--- src/rtl/imm_extend_pipe.sv ---
// imm_extend_pipe: registered RV32I/RV64I immediate generator for the decode stage.
// Accepts one instruction per cycle over valid/ready, decodes the immediate format
// from the opcode and presents {instruction, immediate, format, illegal} one cycle
// later. A 2-entry skid buffer keeps o_ready registered under downstream stalls.
// Optional build macro: IMM_EXTEND_ILLEGAL_CNT_EN adds a saturating 16-bit count
// of illegal instructions handed downstream (o_illegalCount).
module imm_extend_pipe #(
    parameter int unsigned XLEN = 32
) (
    input  logic            i_clk,
    input  logic            i_rst,
    input  logic            i_flush,
    input  logic            i_valid,
    output logic            o_ready,
    input  logic [31:0]     i_instruction,
    output logic            o_valid,
    input  logic            i_ready,
    output logic [31:0]     o_instruction,
    output logic [XLEN-1:0] o_immediateExtended,
    output logic [2:0]      o_immFormat,
    output logic            o_illegal
`ifdef IMM_EXTEND_ILLEGAL_CNT_EN
    ,
    output logic [15:0]     o_illegalCount
`endif
);

    localparam int unsigned SHAMT_W = (XLEN == 64) ? 6 : 5;

    if (XLEN != 32 && XLEN != 64) begin : g_xlen_check
        $error("imm_extend_pipe: XLEN must be 32 or 64");
    end

    // Opcodes
    localparam logic [6:0] OP_LOAD  = 7'b0000011;
    localparam logic [6:0] OP_IMM   = 7'b0010011;
    localparam logic [6:0] OP_JALR  = 7'b1100111;
    localparam logic [6:0] OP_STORE = 7'b0100011;
    localparam logic [6:0] OP_BRAN  = 7'b1100011;
    localparam logic [6:0] OP_LUI   = 7'b0110111;
    localparam logic [6:0] OP_AUIPC = 7'b0010111;
    localparam logic [6:0] OP_JAL   = 7'b1101111;
    localparam logic [6:0] OP_REG   = 7'b0110011;

    // Format codes
    localparam logic [2:0] FMT_R     = 3'd0;
    localparam logic [2:0] FMT_I     = 3'd1;
    localparam logic [2:0] FMT_S     = 3'd2;
    localparam logic [2:0] FMT_B     = 3'd3;
    localparam logic [2:0] FMT_U     = 3'd4;
    localparam logic [2:0] FMT_J     = 3'd5;
    localparam logic [2:0] FMT_SHAMT = 3'd6;
    localparam logic [2:0] FMT_NONE  = 3'd7;

    // Skid FSM states
    localparam logic [1:0] ST_EMPTY = 2'd0;
    localparam logic [1:0] ST_ONE   = 2'd1;
    localparam logic [1:0] ST_FULL  = 2'd2;

    typedef struct packed {
        logic [31:0]     instr;
        logic [XLEN-1:0] imm;
        logic [2:0]      fmt;
        logic            ill;
    } entry_t;

    localparam entry_t ENTRY_IDLE = '{instr: '0, imm: '0, fmt: FMT_NONE, ill: 1'b0};

    logic [1:0]   state_q;
    logic [1:0]   state_d;
    logic         valid_q;
    logic         ready_q;
    entry_t       out_q;
    entry_t       skid_q;
    entry_t       dec_entry;

    logic [31:0]  dec_imm32;
    logic         dec_is_shamt;
    logic [2:0]   dec_fmt;
    logic         dec_ill;

    logic         in_xfer;
    logic         out_xfer;
    logic         load_out;
    logic         load_from_skid;
    logic         load_skid;
    logic         clear_out;

    assign in_xfer  = i_valid && ready_q;
    assign out_xfer = valid_q && i_ready;

    // Format decode: 32-bit sign-extended immediate, or a flag for the zero-extended shamt
    always_comb begin
        dec_imm32    = '0;
        dec_is_shamt = 1'b0;
        dec_fmt      = FMT_NONE;
        dec_ill      = 1'b0;
        unique case (i_instruction[6:0])
            OP_LOAD, OP_JALR: begin
                dec_fmt   = FMT_I;
                dec_imm32 = {{20{i_instruction[31]}}, i_instruction[31:20]};
            end
            OP_IMM: begin
                if (i_instruction[14:12] == 3'b001 || i_instruction[14:12] == 3'b101) begin
                    dec_fmt      = FMT_SHAMT;
                    dec_is_shamt = 1'b1;
                end else begin
                    dec_fmt   = FMT_I;
                    dec_imm32 = {{20{i_instruction[31]}}, i_instruction[31:20]};
                end
            end
            OP_STORE: begin
                dec_fmt   = FMT_S;
                dec_imm32 = {{20{i_instruction[31]}}, i_instruction[31:25], i_instruction[11:7]};
            end
            OP_BRAN: begin
                dec_fmt   = FMT_B;
                dec_imm32 = {{19{i_instruction[31]}}, i_instruction[31], i_instruction[7],
                             i_instruction[30:25], i_instruction[11:8], 1'b0};
            end
            OP_LUI, OP_AUIPC: begin
                dec_fmt   = FMT_U;
                dec_imm32 = {i_instruction[31:12], 12'b0};
            end
            OP_JAL: begin
                dec_fmt   = FMT_J;
                dec_imm32 = {{11{i_instruction[31]}}, i_instruction[31], i_instruction[19:12],
                             i_instruction[20], i_instruction[30:21], 1'b0};
            end
            OP_REG: begin
                dec_fmt = FMT_R;
            end
            default: begin
                dec_fmt = FMT_NONE;
                dec_ill = 1'b1;
            end
        endcase
    end

    // Widen to XLEN: shamt is zero-extended, everything else replicates instr[31]
    always_comb begin
        dec_entry       = ENTRY_IDLE;
        dec_entry.instr = i_instruction;
        dec_entry.fmt   = dec_fmt;
        dec_entry.ill   = dec_ill;
        if (dec_is_shamt) begin
            dec_entry.imm = XLEN'(i_instruction[20 +: SHAMT_W]);
        end else begin
            dec_entry.imm = XLEN'($signed(dec_imm32));
        end
    end

    // Skid FSM next-state and register-load controls; flush overrides any transfer
    always_comb begin
        state_d        = state_q;
        load_out       = 1'b0;
        load_from_skid = 1'b0;
        load_skid      = 1'b0;
        clear_out      = 1'b0;
        if (i_flush) begin
            state_d   = ST_EMPTY;
            clear_out = 1'b1;
        end else begin
            case (state_q)
                ST_EMPTY: begin
                    if (in_xfer) begin
                        state_d  = ST_ONE;
                        load_out = 1'b1;
                    end
                end
                ST_ONE: begin
                    if (in_xfer && out_xfer) begin
                        load_out = 1'b1;
                    end else if (out_xfer) begin
                        state_d   = ST_EMPTY;
                        clear_out = 1'b1;
                    end else if (in_xfer) begin
                        state_d   = ST_FULL;
                        load_skid = 1'b1;
                    end
                end
                ST_FULL: begin
                    if (out_xfer) begin
                        state_d        = ST_ONE;
                        load_out       = 1'b1;
                        load_from_skid = 1'b1;
                    end
                end
                default: begin
                    state_d   = ST_EMPTY;
                    clear_out = 1'b1;
                end
            endcase
        end
    end

    // State register with registered valid/ready derived from the next state
    always_ff @(posedge i_clk or posedge i_rst) begin
        if (i_rst) begin
            state_q <= ST_EMPTY;
            valid_q <= 1'b0;
            ready_q <= 1'b0;
        end else begin
            state_q <= state_d;
            valid_q <= (state_d != ST_EMPTY);
            ready_q <= (state_d != ST_FULL);
        end
    end

    // Output register: idle pattern when empty, otherwise decoded or skid entry
    always_ff @(posedge i_clk or posedge i_rst) begin
        if (i_rst) begin
            out_q <= ENTRY_IDLE;
        end else if (clear_out) begin
            out_q <= ENTRY_IDLE;
        end else if (load_out) begin
            out_q <= load_from_skid ? skid_q : dec_entry;
        end
    end

    // Skid register captures the entry accepted while the output is stalled
    always_ff @(posedge i_clk or posedge i_rst) begin
        if (i_rst) begin
            skid_q <= ENTRY_IDLE;
        end else if (load_skid) begin
            skid_q <= dec_entry;
        end
    end

    assign o_valid             = valid_q;
    assign o_ready             = ready_q;
    assign o_instruction       = out_q.instr;
    assign o_immediateExtended = out_q.imm;
    assign o_immFormat         = out_q.fmt;
    assign o_illegal           = out_q.ill;

`ifdef IMM_EXTEND_ILLEGAL_CNT_EN
    logic [15:0] ill_cnt_q;

    // Saturating count of illegal entries handed downstream; flush does not touch it
    always_ff @(posedge i_clk or posedge i_rst) begin
        if (i_rst) begin
            ill_cnt_q <= '0;
        end else if (out_xfer && out_q.ill && ill_cnt_q != 16'hFFFF) begin
            ill_cnt_q <= ill_cnt_q + 16'd1;
        end
    end

    assign o_illegalCount = ill_cnt_q;
`endif

endmodule

--- config.mk ---
export PLATFORM = sky130hd
export DESIGN_NAME = imm_extend_pipe
export DESIGN_NICKNAME = d
export VERILOG_FILES = /design/src/rtl/imm_extend_pipe.sv
export SDC_FILE = /design/constraint.sdc
export NUM_CORES = 1
export LEC_CHECK = 0
export CAP_MARGIN = 40
export CORE_MARGIN = 2
export CORE_UTILIZATION = 36
export CTS_CLUSTER_DIAMETER = 30
export DETAILED_ROUTE_END_ITERATION = 7
export SLEW_MARGIN = 20
export SYNTH_ARGS = -nofsm -noshare
export SYNTH_HDL_FRONTEND = slang
export SYNTH_SLANG_ARGS = --single-unit
export TNS_END_PERCENT = 50
--- constraint.sdc ---
create_clock -name i_clk -period 8.8 [get_ports i_clk]
set_input_delay 0.88 -clock i_clk [delete_from_list [all_inputs] [get_ports i_clk]]
set_output_delay 0.88 -clock i_clk [all_outputs]
set_load 0.02 [all_outputs]
# Word-level counts from Yosys, hierarchy flattened
# Index checks and enable logic that the tools add are counted.
[totals] output_inout_bits=70 register_bits=140
[classes] eq_ne=14 reduce_logical=11 n_mux=32
[ops] operator="$mux 68" count=3
[ops] operator="$pmux 32 s6" count=1
[ops] operator="$mux 32" count=2
[ops] operator="$eq 7x6->1 const B" count=3
[ops] operator="$eq 7x7->1 const B" count=3
[ops] operator="$pmux 3 s7" count=1
[ops] operator="$mux 1" count=15
[ops] operator="$eq 7x5->1 const B" count=2
[ops] operator="$mux 2" count=6
[ops] operator="$reduce_or 9->1" count=1
[ops] operator="$eq 7x2->1 const B" count=1
[ops] operator="$pmux 2 s3" count=1
[ops] operator="$reduce_or 2->1" count=3
[ops] operator="$reduce_bool 2->1" count=2
[ops] operator="$eq 3x1->1 const B" count=1
[ops] operator="$eq 3x3->1 const B" count=1
[ops] operator="$logic_and 1x1->1" count=3
[ops] operator="$mux 3" count=1
[ops] operator="$pmux 1 s3" count=1
[ops] operator="$eq 2x1->1 const B" count=1
[ops] operator="$eq 2x2->1 const B" count=1
[ops] operator="$logic_not 2->1" count=1
[ops] operator="$ne 2x2->1 const B" count=1
[ops] operator="$pmux 1 s2" count=1
[ops] operator="$logic_or 1x1->1" count=1

# Longest topological paths before layout
# Gate-level depths: netlist of the first run.
[depth] word_depth=8 depth_mapped=8 depth_no_buf=5

# Worst setup path after synthesis of the first run
# No wires, ideal clock.
[synth_timing] kind="in2reg" startpoint="input i_instruction[5]" endpoint="register out_q (netlist bit o_immediateExtended[31])" cell_stages=7 setup_slack_ns=6.490 setup_time_ns=0.127 t_arrival_ns=2.183 n_path_buf=2 path_cell_list="buf_2 -> nand4b_1 -> a2bb2o_1 -> clkbuf_1 -> o31a_1 -> a222oi_1 -> inv_1"
[synth_via] elab_chain_cells=7 word_cells_on_any_way=16 classes_between="eq/ne (8); mux (6); reduce/logical (2)"
[synth_rtl] item="from (decl)" line_no="15" rtl="input logic [31:0] i_instruction,"
[synth_rtl] item="$eq 7x6->1, or another cell as far along" line_no="98" rtl="unique case (i_instruction[6:0])"
[synth_rtl] item="$reduce_or 2->1" line_no="98"
[synth_rtl] item="$pmux 32 s6" line_no="98"
[synth_rtl] item="$mux 32 (*)" line_no="146" rtl="if (dec_is_shamt) begin"
[synth_rtl] item="$mux 68 (*)" line_no="217" rtl="out_q <= load_from_skid ? skid_q : dec_entry;"
[synth_rtl] item="$mux 68 (*)" line_no="216" rtl="end else if (load_out) begin"
[synth_rtl] item="$mux 68 (*)" line_no="214" rtl="end else if (clear_out) begin"
[synth_rtl] item="to (signal assigned)" line_no="217"
[synth_rtl] item="to (decl)" line_no="73" rtl="entry_t out_q;"
# Every way passes the cells marked *; elsewhere a longest branch is shown, timed or not. The select of a mux whose other input is x is not followed.
# A chain may end at the register's enable or synchronous reset.

# Worst setup path in the final report of the first run
[layout_timing] startpoint="input i_instruction[6]" endpoint="register out_q (netlist bit o_immediateExtended[17])"
# Same word-level chain as after synthesis.

==> results of run 1 <==
==> through the flow <==
step / std cells / setup slack [ns] / hold slack (ns) / total power [mW]
2_1_floorplan: 699 / 4.18 / 0.445 / 1.03
3_3_place_gp: 984 / 5.26 / 0.457 / 1.13
3_5_place_dp: 987 / 5.40 / 0.462 / 1.15
4_1_cts: 1019 / 5.85 / 0.476 / 1.93
5_1_grt: 1020 / 5.68 / 0.492 / 2.00
6_report: 1020 / 5.82 / 0.475 / 1.91
==> Yosys cell counts, drive strengths merged, types with 5 or more instances <==
master and number:
nand2 174, dfrtp 134, o21ai 73, clkbuf 40
a21oi 35, nand3 35, mux2i 33, nor2 31
a22o 30, a31oi 20, buf 18, inv 9
a21o 8, nor3 7, dfstp 6, nor2b 6
a222oi 5
==> final timing paths <==
kind	depth (start not counted)	from	slack [ns]	endpoint
max	6	i_instruction[6]	5.82	o_immediateExtended[17]$_DFFE_PP0P_
max reg2reg	7	state_q[1]$_DFF_PP0_	6.32	skid_q[19]$_DFFE_PP0P_
min in group asynchronous	2	i_rst	0.91	o_instruction[18]$_DFFE_PP0P_
max in group asynchronous	4	i_rst	6.72	o_immediateExtended[10]$_DFFE_PP0P_
min reg2reg	2	skid_q[60]$_DFFE_PP0P_	0.48	skid_q[60]$_DFFE_PP0P_
min	2	skid_q[60]$_DFFE_PP0P_	0.48	skid_q[60]$_DFFE_PP0P_
==> cells in the final DEF (no fill, tap or decap), types with 3 or more instances in the layout <==
cell type and n:
sky130_fd_sc_hd__mux2i_1 33, sky130_fd_sc_hd__o21ai_1 5, sky130_fd_sc_hd__a31oi_1 20, sky130_fd_sc_hd__nand2_1 174, sky130_fd_sc_hd__nand3_1 34, sky130_fd_sc_hd__nor3_1 4, sky130_fd_sc_hd__a21o_1 8, sky130_fd_sc_hd__clkdlybuf4s50_1 106
sky130_fd_sc_hd__bufinv_16 4, sky130_fd_sc_hd__dfrtp_1 134, sky130_fd_sc_hd__nor2_1 31, sky130_fd_sc_hd__o21ai_0 67, sky130_fd_sc_hd__buf_4 8, sky130_fd_sc_hd__dfstp_2 6, sky130_fd_sc_hd__clkinv_2 4, sky130_fd_sc_hd__a21oi_1 35
sky130_fd_sc_hd__nor2b_1 5, sky130_fd_sc_hd__clkbuf_8 3, sky130_fd_sc_hd__o22ai_1 3, sky130_fd_sc_hd__inv_1 8, sky130_fd_sc_hd__a222oi_1 5, sky130_fd_sc_hd__a211oi_1 3, sky130_fd_sc_hd__clkbuf_16 17, sky130_fd_sc_hd__a22o_1 30
sky130_fd_sc_hd__and3b_1 3
==> power by group through the flow <==
stage / combinational (mW) / sequential (mW) / clock, mW
after floorplan: 0.170 / 0.855 / 0
after global placement: 0.283 / 0.849 / 0
after detailed placement: 0.299 / 0.852 / 0
after CTS: 0.301 / 0.843 / 0.782
after global routing: 0.334 / 0.858 / 0.808
final: 0.299 / 0.844 / 0.769
==> flip-flops by register name, summed over array words and instances (netlist names) <==
name and flops:
o_valid 1, skid_q 68, o_immFormat 3, state_q 2, o_ready 1, o_immediateExtended 32
o_instruction 32, o_illegal 1
==> cell type report <==
type,count,area (um^2),area share (%)
clock buffer,21,470,5.62
clock inverter,11,165,1.97
inverter,9,38.8,0.463
multi-input combinational,492,2710,32.3
sequential,140,3510,41.9
tap,229,287,3.42
timing repair buffer,118,1200,14.3
==> worst min-delay path: cells and delay by family (launching register included) <==
family / cells / cell delay, ns
flops: 1 / 0.34
simple gates: 2 / 0.10
==> kinds of logic (layout without fill, tap and decap cells) <==
logic type,after synthesis,after routing
and+or+nand+nor,273,273
buffers and inverters,67,159
AOI/OAI and AO/OA,186,186
muxes,33,33
DFF,140,140
==> per-layer routing <==
layer  global-route usage, %  vias to the layer above
met2                    30.0                      163
met4                    6.44                        0
met5                       0                        -
met1                    27.3                     2697
li1                        -                     2589
met3                    4.09                       25
==> metrics.yaml, run 1 <==
synth_area_per_cell_um2: 9.27
worstMarginPinSlew_ns: 0.746
tritoncts_num_sinks: 140
worst_ep_required_time_ns: 9.16
clkTransAtPathRegs_ns: 0.06
effective_utilization_at_floorplan_pct: 36.3
yosys.cell_types.count: 47
finish.net_count: 815
drt_first_pass_iters: 5
antenna_found_initial: 0
antenna-diode-count: 0
ios: 107
die_height_um: 138
hold_path_class: "register to register"
cp-start-kind: "input pin"
finalCritPeriodShare_pct: 33.8
gpl.final_weighted_congestion: 0.818
post_synth_and_or_nand_nor_area_fraction_pct: 18.4
postSynthCellCount: 699
setup.worst_path.class: "input pin to register"
synth_xor_xnor_area_share_pct: 0
cts_made_buffers: 17
synthesis.nets: 736
comb_power_share_pct: 15.6
crit_family: "compound AO/OA/AOI/OAI gates"
flip_flop_cell_with_the_highest_count_after_synthesis: "sky130_fd_sc_hd__dfrtp_1"
synth_warnings: 0
grt_pass1_wl_mm: 29.3
pwr_density_cell_nw_per_um2: 228
critPathMaxFanout: 16
post_cts_buffers: 0
vias: 5474
chipWidth_um: 138
setup_viol: 0
netSwitchingPower_uw: 518
hold_buffer_count_at_cts: 0
row_count: 49
path_buf_inv: 1
detailedPlacementHpwl_mm: 12.4
final_max_slew_viols: 0
worst_slew_margin_rel_pct: 50.2
postSynth.asyncResetShare_pct: 100
tritoncts_clock_tree: "built"
setup_tns_ns: 0
synth_top_family_by_area: "simple AND/OR/NAND/NOR gates"
drt_first_iter_violations: 593
max_freq_ghz: 0.336
buffer_ports.inserted: 106
placement.cell_area_um2: 7720
post-route-min-period_ns: 2.98
power.share.clock_pct: 40.2
rsz_0062_raised_after_global_routing: "no"
cts.htree.levels: 4
critical_path.cell_chain: "clkdlybuf4s50_1 > or2_2 > a211oi_1 > o21ai_2 > nand3_1 > a22o_1"
dieArea_um2: 19100
globalRouteOverflowTotal: 0
synthesis.area_um2: 6480
result_of_the_run: "finished, final reports clean"
report.final.hold_viol_count: 0
synth.ff_latch_count: 140
critical-path-max-stage-delay_ns: 0.71
wl_met3_um: 823
totalWireLength_mm: 18.3
post_drt_wl_per_cell_um: 17.9
drt-vias-per-instance: 5.37
critical_path.slowest_cell: "sky130_fd_sc_hd__clkdlybuf4s50_1"
critical_path_arrival_ns: 3.34
grt_pass1_vias: 5363
synth-edff-count: 0
drc_errors: 0
synth_largest_area_cell: "sky130_fd_sc_hd__dfrtp_1"
synth-compound-area-share_pct: 18.0
design.core.area_um2: 17800
top_layer_used: "met4"
synthMuxAreaShare_pct: 5.10
crit_path_end_kind: "register"
finalCoreUtilization_pct: 46.9
power.switching_fraction_pct: 27.1
dr_wl_met2_mm: 8.60
ir_drop_uv: 139
cts_repair_resize_count: 0
power_report.internal_total_mw: 1.39
static-leakage-power_nw: 4.05
grt_use_total_pct: 19.4
detail-route-antenna-nets: 0
synthDominantCellAreaShare_pct: 51.7
met1_length_mm: 8.54
finalClockSkew_ns: 0.00727
layout-drive-gt1-share_pct: 7.59
syn2layout_area_growth_pct: 29.2
clkLatencyLatePin_ns: 0.42
max-clock-path-buffers: 2
finish.instance_area_um2: 8380
fillCellCount: 1655
synth-seq-area-share_pct: 54.2
clock_tree.root_cell: "sky130_fd_sc_hd__clkbuf_16"
post_synth_fa_ha_maj_area_fraction_pct: 0
timing.max_cap.violations: 0
synth_area_leaders: "sky130_fd_sc_hd__dfrtp_1 52%, sky130_fd_sc_hd__nand2_1 10%, sky130_fd_sc_hd__o21ai_0 5.2%"
grt_max_degree: 66
share_seq_of_total_power_pct: 44.2
No activity file was read; power rests on OpenSTA's default activity.
==> inputs of run 2 (changes only) <==
==> constraint.sdc (replaced) <==
create_clock -name i_clk -period 2.95 [get_ports i_clk]
set_input_delay 0.295 -clock i_clk [delete_from_list [all_inputs] [get_ports i_clk]]
set_output_delay 0.295 -clock i_clk [all_outputs]
set_load 0.02 [all_outputs]
==> metrics.yaml, run 2 (synthesized netlist as in run 1, its figures left out) <==
final_common_cell: "sky130_fd_sc_hd__nand2_1"
ff2ff_setup_slack_ns: 0.92  # -5.40 ns
largest_reg_flops: 68  # unchanged
hold_buffer_count_at_cts: 0  # unchanged
crit_path_end_kind: "register"
placement.cell_area_um2: 7760  # +0.40%
fillCellCount: 1628  # -1.6%
dp_worst_setup_slack_ns: 0.272  # -5.13 ns
critical_path.cell_chain: "clkdlybuf4s50_1 > or2_2 > a211oi_1 > o21ai_2 > nand3_1 > a22o_1"
detailedPlacementHpwl_mm: 12.3  # -0.71%
post-route-min-period_ns: 2.28
result_of_the_run: "finished, final reports clean"
gpl.final_weighted_congestion: 0.817  # about the same
finalCoreUtilization_pct: 47.1  # +0.17 points
pwr_density_cell_nw_per_um2: 686  # +200%
cp-start-kind: "input pin"
buffer_ports.inserted: 106  # unchanged
drt-vias-per-instance: 5.43  # +1.1%
worstMarginPinSlew_ns: 0.743  # -0.00342 ns
critPathMaxFanout: 16  # unchanged
cts.htree.levels: 4  # unchanged
antenna_found_initial: 0  # unchanged
clock_tree.root_cell: "sky130_fd_sc_hd__clkbuf_16"
post_drt_wl_per_cell_um: 17.8  # -0.92%
post_cts_buffers: 0  # unchanged
cts_made_buffers: 17  # unchanged
reg2reg_to: "o_immediateExtended[10]$_DFFE_PP0P_"
setup_viol: 0  # unchanged
worst_ep_required_time_ns: 3.32  # -5.84 ns
grt_use_total_pct: 19.4  # +0.029 points
tritoncts_num_sinks: 140  # unchanged
post-place-cells: 993  # +0.61%
crit_family: "compound AO/OA/AOI/OAI gates"
worst_slew_margin_rel_pct: 50.5  # +0.29 points
report.final.hold_viol_count: 0  # unchanged
die_height_um: 138  # unchanged
clkLatencyLatePin_ns: 0.43  # about the same
effective_utilization_at_floorplan_pct: 36.3  # unchanged
grt_pass1_wl_mm: 29.6  # +0.99%
timing.rr.start: "state_q[1]$_DFF_PP0_"
finish.net_count: 820  # +0.61%
finalCritPeriodShare_pct: 77.3
totalWireLength_mm: 18.2  # -0.43%
setup_tns_ns: 0  # unchanged
ios: 107  # unchanged
largest-register: "skid_q"
ir_drop_uv: 417  # +200%
clkTransAtPathRegs_ns: 0.06  # about the same
rsz_0062_raised_after_global_routing: "no"
vias: 5563  # +1.6%
power_mw: 5.77  # +200%
grt_max_degree: 141  # +110%
layout-drive-gt1-share_pct: 8.29  # +0.71 points
max-clock-path-buffers: 2  # unchanged
layout_common_cells: "174 x sky130_fd_sc_hd__nand2_1, 134 x sky130_fd_sc_hd__dfrtp_1, 106 x sky130_fd_sc_hd__clkdlybuf4s50_1"
detail-route-antenna-nets: 0  # unchanged
timing.max_cap.violations: 0  # unchanged
stdcell_count: 1025  # +0.49%
layout_setup_ws_ns: 0.671  # -5.15 ns
globalRouteOverflowTotal: 0  # unchanged
dieArea_um2: 19100  # unchanged
chipWidth_um: 138  # unchanged
critical-path-max-stage-delay_ns: 0.67  # -0.04 ns
design.core.area_um2: 17800  # unchanged
static-leakage-power_nw: 4.06  # +0.18%
drt_first_pass_iters: 5  # unchanged
syn2layout_area_growth_pct: 29.7
finalClockSkew_ns: 0.00970  # +0.00243 ns
tritoncts_clock_tree: "built"
cts_repair_resize_count: 0  # unchanged
setup.worst_path.class: "input pin to register"
finish.instance_area_um2: 8410  # +0.36%
drt_first_iter_violations: 530  # -11%
critical_path.slowest_cell: "sky130_fd_sc_hd__clkdlybuf4s50_1"
grt_pass1_vias: 5487  # +2.3%
path_buf_inv: 1  # unchanged
ff2ff_path_depth: 6  # -1
max_freq_ghz: 0.439
row_count: 49  # unchanged
critical_path_arrival_ns: 2.64  # -0.70 ns
drc_errors: 0  # unchanged
holdWs_ns: 0.455  # -0.0201 ns
final_max_slew_viols: 0  # unchanged
antenna-diode-count: 0  # unchanged
hold_path_class: "input pin to async pin"
## run 2: cell types whose count changed in the layout (fill, tap and decap cells not counted), sizes merged
cell | previous run | this run
buf | 12 | 17
bufinv | 4 | 5
inv | 9 | 8
clkbuf | 21 | 20
clkinv | 6 | 4
clkinvlp | 1 | 4
## run 2: layer usage
| metal | vias up | GRT usage (%) | wire, um |
|---|---|---|---|
| li1 | 2609 | - | - |
| met5 | - | 0 | 0 |
| met1 | 2735 | 26.6 | 8400 |
| met3 | 23 | 4.19 | 899 |
| met4 | 0 | 7.36 | 362 |
| met2 | 196 | 30.4 | 8550 |
## run 2: worst min-delay path, cell delays in order
cell	delay, ns
sky130_fd_sc_hd__clkdlybuf4s50_1	0.44
sky130_fd_sc_hd__clkinvlp_4	0.09
sky130_fd_sc_hd__buf_12	0.54
## run 2: power by group
| group | switching (mW) | internal [mW] |
|---|---|---|
| clock | 0.825 | 1.54 |
| combinational | 0.511 | 0.374 |
| sequential | 0.212 | 2.31 |
## run 2: area by class of cell
cell class / instances / area (um^2) / share of cell area (%)
inverter: 9 / 37.5 / 0.447
multi-input combinational: 492 / 2710 / 32.2
sequential: 140 / 3510 / 41.8
timing repair buffer: 123 / 1210 / 14.4
tap: 229 / 287 / 3.41
clock buffer: 20 / 457 / 5.43
clock inverter: 12 / 193 / 2.29
## run 2: worst max path at each step
stage,to,from,cells past startpoint
CTS,o_immediateExtended[15]$_DFFE_PP0P_,i_instruction[6],6
global placement,o_immediateExtended[19]$_DFFE_PP0P_,i_instruction[2],6
finish,o_immediateExtended[15]$_DFFE_PP0P_,i_instruction[6],6
floorplan,o_illegal$_DFFE_PP0P_,i_rst,1
detailed placement,o_immediateExtended[15]$_DFFE_PP0P_,i_instruction[6],6
global route,o_immediateExtended[16]$_DFFE_PP0P_,i_instruction[2],6
